File: config.mk
export PLATFORM = sky130hd
export DESIGN_NAME = frame_timing_gen
export DESIGN_NICKNAME = d
export VERILOG_FILES = /design/src/rtl/frame_timing_gen_pkg.sv /design/src/rtl/frame_timing_gen.sv
export SDC_FILE = /design/constraint.sdc
export NUM_CORES = 1
export LEC_CHECK = 0
export BUFFER_PORTS_ARGS = -buffer_cell sky130_fd_sc_hd__buf_2
export CORE_ASPECT_RATIO = 1.75
export CORE_MARGIN = 2
export CORE_UTILIZATION = 25
export CTS_BUF_LIST = sky130_fd_sc_hd__clkbuf_16
export CTS_CLUSTER_DIAMETER = 100
export DETAILED_ROUTE_END_ITERATION = 10
export PLACE_DENSITY_LB_ADDON = 0.3
export SYNTH_ARGS = -nofsm -noshare
export SYNTH_HDL_FRONTEND = slang
export SYNTH_SLANG_ARGS = --single-unit
File: constraint.sdc
create_clock -name clk -period 7.6 [get_ports clk]
set_input_delay 0.38 -clock clk [delete_from_list [all_inputs] [get_ports clk]]
set_output_delay 0.38 -clock clk [all_outputs]
set_load 0.005 [all_outputs]
File: src/rtl/frame_timing_gen_pkg.sv
// Shared frame timing definitions: FSM state encodings and default timing
// constants, also imported by downstream pattern stages.
package frame_timing_gen_pkg;

    localparam logic [2:0] ST_IDLE   = 3'd0;
    localparam logic [2:0] ST_FGAP   = 3'd1;
    localparam logic [2:0] ST_VFRONT = 3'd2;
    localparam logic [2:0] ST_LINE   = 3'd3;
    localparam logic [2:0] ST_LGAP   = 3'd4;
    localparam logic [2:0] ST_VBACK  = 3'd5;

    localparam int unsigned DEF_DVAL_HIGH = 640;
    localparam int unsigned DEF_ROW_COUNT = 480;
    localparam int unsigned DEF_H_FRONT   = 4;
    localparam int unsigned DEF_H_BACK    = 4;
    localparam int unsigned DEF_LINE_GAP  = 16;
    localparam int unsigned DEF_V_FRONT   = 8;
    localparam int unsigned DEF_V_BACK    = 8;
    localparam int unsigned DEF_FRAME_GAP = 32;

    // True when lo <= v < lo + len.
    function automatic logic in_window(input logic [31:0] v, input logic [31:0] lo,
                                       input logic [31:0] len);
        return (v >= lo) && (v < lo + len);
    endfunction

endpackage

File: src/rtl/frame_timing_gen.sv
// Camera-style frame timing generator producing fval/lval/dval, edge pulses
// and a completed-frame counter. Every output is registered.
module frame_timing_gen
    import frame_timing_gen_pkg::*;
#(
    parameter int unsigned DVAL_HIGH = DEF_DVAL_HIGH,
    parameter int unsigned ROW_COUNT = DEF_ROW_COUNT,
    parameter int unsigned H_FRONT   = DEF_H_FRONT,
    parameter int unsigned H_BACK    = DEF_H_BACK,
    parameter int unsigned LINE_GAP  = DEF_LINE_GAP,
    parameter int unsigned V_FRONT   = DEF_V_FRONT,
    parameter int unsigned V_BACK    = DEF_V_BACK,
    parameter int unsigned FRAME_GAP = DEF_FRAME_GAP
) (
    input  logic        clk,
    input  logic        rst,
    input  logic        en,
    output logic        fval,
    output logic        lval,
    output logic        dval,
    output logic        fval_posedge,
    output logic        lval_negedge,
    output logic [15:0] frame_cnt,
    output logic        busy,
    output logic [2:0]  dbg_state
);

    localparam logic [31:0] LINE_LEN = 32'(H_FRONT + DVAL_HIGH + H_BACK);

    logic [2:0]  state, state_nxt;
    logic [31:0] cnt, cnt_nxt;
    logic [31:0] line_cnt, line_cnt_nxt;

    // en is only looked at in IDLE and when VBACK ends, so a frame in
    // progress always runs to completion.
    always_comb begin
        state_nxt    = state;
        cnt_nxt      = cnt + 32'd1;
        line_cnt_nxt = line_cnt;
        case (state)
            ST_IDLE: begin
                cnt_nxt = 32'd0;
                if (en) state_nxt = ST_FGAP;
            end
            ST_FGAP: begin
                if (cnt == 32'(FRAME_GAP - 1)) begin
                    state_nxt    = ST_VFRONT;
                    cnt_nxt      = 32'd0;
                    line_cnt_nxt = 32'd0;
                end
            end
            ST_VFRONT: begin
                if (cnt == 32'(V_FRONT - 1)) begin
                    state_nxt = ST_LINE;
                    cnt_nxt   = 32'd0;
                end
            end
            ST_LINE: begin
                if (cnt == LINE_LEN - 32'd1) begin
                    cnt_nxt      = 32'd0;
                    line_cnt_nxt = line_cnt + 32'd1;
                    state_nxt    = (line_cnt + 32'd1 < 32'(ROW_COUNT)) ? ST_LGAP : ST_VBACK;
                end
            end
            ST_LGAP: begin
                if (cnt == 32'(LINE_GAP - 1)) begin
                    state_nxt = ST_LINE;
                    cnt_nxt   = 32'd0;
                end
            end
            ST_VBACK: begin
                if (cnt == 32'(V_BACK - 1)) begin
                    state_nxt = en ? ST_FGAP : ST_IDLE;
                    cnt_nxt   = 32'd0;
                end
            end
            default: begin
                state_nxt = ST_IDLE;
                cnt_nxt   = 32'd0;
            end
        endcase
    end

    // Outputs are decoded from the next state so they line up cycle-for-cycle
    // with the registered state.
    always_ff @(posedge clk or negedge rst) begin
        if (!rst) begin
            state        <= ST_IDLE;
            cnt          <= 32'd0;
            line_cnt     <= 32'd0;
            fval         <= 1'b0;
            lval         <= 1'b0;
            dval         <= 1'b0;
            fval_posedge <= 1'b0;
            lval_negedge <= 1'b0;
            busy         <= 1'b0;
            frame_cnt    <= 16'd0;
        end else begin
            state        <= state_nxt;
            cnt          <= cnt_nxt;
            line_cnt     <= line_cnt_nxt;
            fval         <= (state_nxt != ST_IDLE) && (state_nxt != ST_FGAP);
            lval         <= (state_nxt == ST_LINE);
            dval         <= (state_nxt == ST_LINE) &&
                            in_window(cnt_nxt, 32'(H_FRONT), 32'(DVAL_HIGH));
            fval_posedge <= (state == ST_FGAP) && (state_nxt == ST_VFRONT);
            lval_negedge <= (state == ST_LINE) && (state_nxt != ST_LINE);
            busy         <= (state_nxt != ST_IDLE);
            if ((state_nxt == ST_VBACK) && (cnt_nxt == 32'(V_BACK - 1)))
                frame_cnt <= frame_cnt + 16'd1;
        end
    end

    assign dbg_state = state;

endmodule

==> results of run 1 <==
critical path, stage by stage (launching register included):
cell and delay (ns):
sky130_fd_sc_hd__dfrtp_1 0.63, sky130_fd_sc_hd__nand4_2 0.28, sky130_fd_sc_hd__nor4_4 0.57, sky130_fd_sc_hd__xnor2_1 0.18
sky130_fd_sc_hd__a32oi_1 0.11, sky130_fd_sc_hd__nor4_1 0.38, sky130_fd_sc_hd__nand4_2 0.57, sky130_fd_sc_hd__a311o_1 0.53
sky130_fd_sc_hd__nor4_1 0.22
registers in the layout (all words and copies together), names as in the netlist:
register      cells
cnt              32
lval_negedge      1
lval              1
fval_posedge      1
busy              1
dbg_state         3
fval              1
dval              1
frame_cnt        16
line_cnt         32
timing repair:
item | CTS | global route
endpoints found under the hold margin | 27 | 0
hold buffers | 1 | 0
setup endpoints to repair | 0 | 0
metrics by stage:
step / util [%] / worst slack [ns] / instance area (sq um)
global route: 28.0 / 3.73 / 6300
detailed placement: 26.7 / 4.02 / 6000
finish: 28.0 / 4.02 / 6300
CTS: 28.0 / 4.02 / 6300
floorplan: - / 4.73 / 5680
global placement: 26.7 / 4.08 / 6000
Yosys cell counts, drive strengths merged, types with 3 or more instances:
cell type | number | area (sq um)
or3 | 12 | 85.1
mux2i | 5 | 50.1
and2 | 4 | 25.0
a21oi | 17 | 85.1
xnor2 | 25 | 219
nand4 | 36 | 244
a211oi | 5 | 37.5
or4 | 4 | 33.8
nor3b | 6 | 45.0
o21ai | 53 | 265
nand2 | 52 | 198
and4 | 12 | 105
buf | 16 | 95.1
inv | 14 | 52.6
clkbuf | 32 | 123
and3 | 16 | 100
nor4 | 27 | 234
dfrtp | 89 | 2230
nor3 | 21 | 120
nand3 | 34 | 170
o31ai | 10 | 75.1
nor2 | 81 | 304
ha | 3 | 37.5
o41ai | 4 | 35.0
a31oi | 9 | 56.3
xor2 | 33 | 289
logic make-up (layout without fill, tap and decap cells):
logic type	count (synthesis)	in the layout	synth area share (%)
xor gates and xnor gates	58	58	8.95
buffers and inverters	62	62	4.76
muxes	7	7	1.28
adders and majority gates	3	3	0.661
AOI/OAI and AO/OA	124	124	13.8
DFF	89	89	39.2
and+or+nand+nor	318	318	31.3
cell type report:
cell class / instances / area, sq um
fillers: 2466 / 16200
clock buffers: 9 / 225
well taps: 300 / 375
flip-flops and latches: 89 / 2230
repair buffers: 32 / 178
clock inverters: 7 / 60.1
multi-input cells: 510 / 3180
inverters: 14 / 52.6
where the power goes:
part,internal (mW),switching [mW]
Clock,0.228,0.216
Combinational,0.00132,0.0101
Sequential,0.473,0
per-layer routing:
| metal | GRT usage (%) | wire, microns | vias up |
|---|---|---|---|
| met3 | 1.45 | 314 | 27 |
| met5 | 0 | 0 | - |
| met2 | 25.9 | 8940 | 66 |
| met1 | 14.2 | 5960 | 2424 |
| li1 | - | - | 2407 |
| met4 | 7.66 | 500 | 0 |
worst max path at each step:
stage | from | to | cells past startpoint
after floorplan | cnt[0] | frame_cnt[14] | 12
after CTS | cnt[9] | frame_cnt[1] | 8
after global routing | cnt[5] | frame_cnt[1] | 8
final | cnt[9] | dval | 8
after detailed placement | cnt[9] | dval | 8
after global placement | cnt[9] | frame_cnt[1] | 8
==> run metrics, run 1 <==
vias per cell 5.12; data required time of the worst path 7.87 ns; number of instances on the worst hold path 1; fraction of registers with async set/reset 100%; total standard cell area after synthesis 0.00568 sq mm; gpl congestion 0.837; Setup CP Type reg -> reg; setup total negative slack 0 ns; DIE HEIGHT 203 microns; reg-to-reg slack, setup 4.02 ns; FF+latch count, synth 89; Skew-Pair Late Insertion Delay 0.36 ns; number of I/O pins 28; starting DRC count in detailed routing 428; unrepaired setup endpoints after global routing no; via count 4924; highest-count cells in the layout ignoring fill and taps sky130_fd_sc_hd__dfrtp_1, sky130_fd_sc_hd__nor2_1, sky130_fd_sc_hd__o21ai_0; worst vdd ir 0.0972 mV; area of the core 0.0225 sq mm; remaining global-route overflow 0; Antenna Cells 0; DIE WIDTH 118 microns; post-CTS setup buffer count 0; layout cells sized above 1 11.2%; root buffer cell sky130_fd_sc_hd__clkbuf_16; total CTS buffers 9; number of levels in the clock H-tree 3; Synth Instances 661; effective utilization at floorplan 25.3%; global-route wire length before repair 26000 microns; Routed wire per std cell 16.4 microns; max-slew violation count 0; Setup Viol. Count Final 0; number of resized instances in the post-cts repair step 0; total power draw 929 uW; Net count, final 662; # Max-Cap Violations 0; Post-Layout Cell Count 961; synthesized net count 667; start of the worst register-to-register path cnt[9]; clock tree from TritonCTS done; number of placement rows 73; transition time at the pin with the least slew margin 1.10 ns; Period minus WS final 3.58 ns; number of antenna violations at the first check in global routing 0; HPWL after detailed placement 11200 microns; GRT Total Usage 13.5%; worst hold-check path type reg -> reg; Max clock buf depth 2; kind of end point of the critical path register; CP startpoint kind register; warnings from Yosys 0; area overhead of the layout relative to synthesis 11.0%; number of remaining DRC errors 0; number of different library cells in the post-synthesis netlist 66; leading cell type in the layout, fill and taps excluded sky130_fd_sc_hd__dfrtp_1; period utilisation layout 47.1%; beginning of the worst hold path frame_cnt[15]; worst min-delay path endpoint frame_cnt[15]; outcome finished clean; total die area 0.0240 sq mm; post-synthesis average cell area 8.59 sq um; R2R Path End dval; number of hold violations in the final report 0; Rel. slew slack 26.2%; sequential share of the synthesized area 39.2%; number of enable flip-flop cells after synthesis 0; reported leakage power 2.44 nW; vias in the first global route 4991; largest fanout on the critical path 16; number of cells in the design after placement 944; DRT Wirelength 15700 microns; largest net degree at the start of global routing 63; signal arrival time at the worst endpoint 3.84 ns; clock edge transition at the registers on the reported setup and hold paths 0.08 ns; worst clock skew 0.0136 ns; power per unit of standard cell area 147 mW/mm^2; Port Buffer Count 27; flip-flop cell with the highest count after synthesis sky130_fd_sc_hd__dfrtp_1; FMAX 0.279 GHz; count of TritonRoute iterations in the first routing pass 6; Final Hold Slack 0.466 ns; Post-DRT Antenna Nets 0; worst r2r path cells 8; number of clock sinks seen by CTS 89
No activity file was read; power rests on OpenSTA's default activity.
==> run 2, diff against run 1 <==
--- a/config.mk
+++ b/config.mk
@@ -5,6 +5,7 @@
 export SDC_FILE = /design/constraint.sdc
 export NUM_CORES = 1
 export LEC_CHECK = 0
+export ABC_AREA = 1
 export BUFFER_PORTS_ARGS = -buffer_cell sky130_fd_sc_hd__buf_2
 export CORE_ASPECT_RATIO = 1.75
 export CORE_MARGIN = 2
==> constraint.sdc (replaced) <==
create_clock -name clk -period 3.1 [get_ports clk]
set_input_delay 0.155 -clock clk [delete_from_list [all_inputs] [get_ports clk]]
set_output_delay 0.155 -clock clk [all_outputs]
set_load 0.005 [all_outputs]
==> run metrics, run 2 <==
outcome finished clean; relative contribution of sequential cells to total power 49.4%; number of I/O pins 28; number of placement rows 78; post-synthesis average cell area 6.40 sq um; max-slew violation count 0; list of cells traversed by the critical path ha_1, nand2_2, nor2_2, nand2_2, nor2_2, nand2_1, o211ai_1, nand2_1, nor2_1, nand3_1, nor2_1, nand2_2, nor2_8, nand3_4, nand2_1, nand2_1; Antenna Cells 0; vias per cell 4.76; # Max-Cap Violations 0; internal power contribution 1.79 mW; clock tree from TritonCTS done; number of hold violations in the final report 0; worst vdd ir 0.322 mV; transition time at the pin with the least slew margin 0.655 ns; synthesized net count 1020; Layout fillers 2909; total standard cell area after synthesis 0.00649 sq mm; CP startpoint kind register; FMAX 0.356 GHz; worst clock skew 0.0120 ns; vias in the first global route 6779; number of antenna violations at the first check in global routing 0; DIE WIDTH 126 microns; largest net degree at the start of global routing 50; number of levels in the clock H-tree 3; Final Hold Slack 0.364 ns; clock edge transition at the registers on the reported setup and hold paths 0.08 ns; Setup Viol. Count Final 0; period utilisation layout 90.6%; unrepaired setup endpoints after global routing no; worst path setup slack after routing 0.292 ns; Regs by FF count cnt x32, line_cnt x32, frame_cnt x16; largest fanout on the critical path 15; via count 6554; HPWL after detailed placement 16500 microns; starting DRC count in detailed routing 304; cells taking the most area after synthesis sky130_fd_sc_hd__dfrtp_1, sky130_fd_sc_hd__nand2_1, sky130_fd_sc_hd__nor2_1, sky130_fd_sc_hd__nand3_1, sky130_fd_sc_hd__inv_1; delay of the slowest critical-path stage 0.39 ns; cell occurring most often along the worst timing path sky130_fd_sc_hd__nand2_1; DRT Wirelength 21000 microns; area overhead of the layout relative to synthesis 13.8%; Routed wire per std cell 15.3 microns; Max clock buf depth 2; routed wire length on met2 11500 microns; highest-count cells in the layout ignoring fill and taps sky130_fd_sc_hd__nand2_1, sky130_fd_sc_hd__nor2_1, sky130_fd_sc_hd__inv_1; effective utilization at floorplan 25.2%; number of different library cells in the post-synthesis netlist 39; area share of the largest cell type after synthesis 34.3%; total length of routed met3 wires 485 microns; kind of end point of the critical path register; gpl congestion 0.940; FF+latch count, synth 89; reg-to-reg slack, setup 0.29 ns; Switch Pwr 559 uW; Period minus WS final 2.81 ns; GRT Total Usage 15.8%; Net count, final 1057; count of TritonRoute iterations in the first routing pass 5; worst hold-check path type in -> async; sequential share of the synthesized area 34.3%; total die area 0.0273 sq mm; top-count cell post-synth sky130_fd_sc_hd__nand2_1; largest area contributor in the netlist sky130_fd_sc_hd__dfrtp_1; Port Buffer Count 27; warnings from Yosys 0; most frequent cells after synthesis sky130_fd_sc_hd__nand2_1, sky130_fd_sc_hd__nor2_1, sky130_fd_sc_hd__inv_1; Post-DRT Antenna Nets 0; total CTS buffers 9; setup total negative slack 0 ns; flip-flop cell with the highest count after synthesis sky130_fd_sc_hd__dfrtp_1; max layer used met4; data required time of the worst path 3.35 ns; Synth Instances 1014; fraction of registers with async set/reset 100%; Rel. slew slack 56.3%; signal arrival time at the worst endpoint 3.06 ns; DIE HEIGHT 217 microns; number of clock sinks seen by CTS 89; area of the core 0.0258 sq mm; global-route wire length before repair 34100 microns; slowest CP cell sky130_fd_sc_hd__dfrtp_1; pre-CTS WS 0.130 ns; layout cells sized above 1 11.1%; Skew-Pair Late Insertion Delay 0.37 ns; length of routed wiring on met1 7830 microns; remaining global-route overflow 0; leading cell type in the layout, fill and taps excluded sky130_fd_sc_hd__nand2_1; reported leakage power 3.50 nW; share of power burned in the clock network 49.4%; fraction of power consumed by combinational cells 1.2%; switching share of power 23.8%; root buffer cell sky130_fd_sc_hd__clkbuf_16; Setup CP Type reg -> reg; number of enable flip-flop cells after synthesis 0; number of remaining DRC errors 0; power per unit of standard cell area 318 mW/mm^2; worst r2r path cells 16
-- run 2: logic make-up (layout without fill, tap and decap cells) --
family	count (synthesis)	in the layout	synth area share, %
fa+ha+maj	3	3	0.579
compound gates	95	95	9.33
xor+xnor	25	25	3.38
simple gates	666	666	44.0
flops	89	89	34.3
buf+inv	136	178	8.35
-- run 2: layer usage --
layer  global-route usage [%]  up-vias
li1                         -     3313
met4                     9.56        0
met1                     15.5     3023
met2                     31.0      150
met5                        0        -
met3                     1.92       68
-- run 2: timing repair --
item                                   4_1_cts  5_1_grt
hold buffers                                 1        0
endpoints found under the hold margin       47        0
setup buffers                                0        1
setup endpoints to repair                    0       15
resized for setup                            0        2
-- run 2: final timing paths --
path,end,from
max in group asynchronous,frame_cnt[7],rst
hold / removal,line_cnt[16],rst
min in group clk,busy,en
setup / recovery,frame_cnt[4],cnt[0]
hold reg to reg,frame_cnt[15],frame_cnt[15]
setup reg to reg,frame_cnt[4],cnt[0]
-- run 2: stage by stage --
stage	power (mW)	instances	area [sq um]	util [%]
floorplan	1.18	1014	6490	-
global placement	1.21	1358	7050	27.4
detailed placement	1.21	1358	7050	27.4
CTS	2.38	1375	7350	28.5
global route	2.44	1376	7380	28.7
finish	2.35	1376	7380	28.7
-- run 2: critical path: cells and delay by family (launching register included) --
kind                     cells  cell delay (ns)
adder cells (fa/ha/maj)      1             0.32
AO/OA/AOI/OAI                1             0.11
AND/OR/NAND/NOR             14             1.87
flip-flops                   1             0.39
-- run 2: power groups by stage --
| stage | clock network, mW | logic, mW | registers [mW] |
|---|---|---|---|
| after floorplan | 0 | 0.000153 | 1.18 |
| after global placement | 0 | 0.0297 | 1.18 |
| after detailed placement | 0 | 0.0299 | 1.18 |
| after CTS | 1.19 | 0.0308 | 1.16 |
| after global routing | 1.24 | 0.0341 | 1.16 |
| final | 1.16 | 0.0285 | 1.16 |
-- run 2: area by class of cell --
| class | instances | area (sq um) | area share [%] |
|---|---|---|---|
| clock buffers | 9 | 225 | 3.05 |
| well taps | 320 | 400 | 5.42 |
| clock inverters | 7 | 68.8 | 0.932 |
| repair buffers | 46 | 295 | 4.00 |
| flip-flops and latches | 89 | 2230 | 30.2 |
| multi-input cells | 789 | 3730 | 50.5 |
| inverters | 116 | 435 | 5.90 |
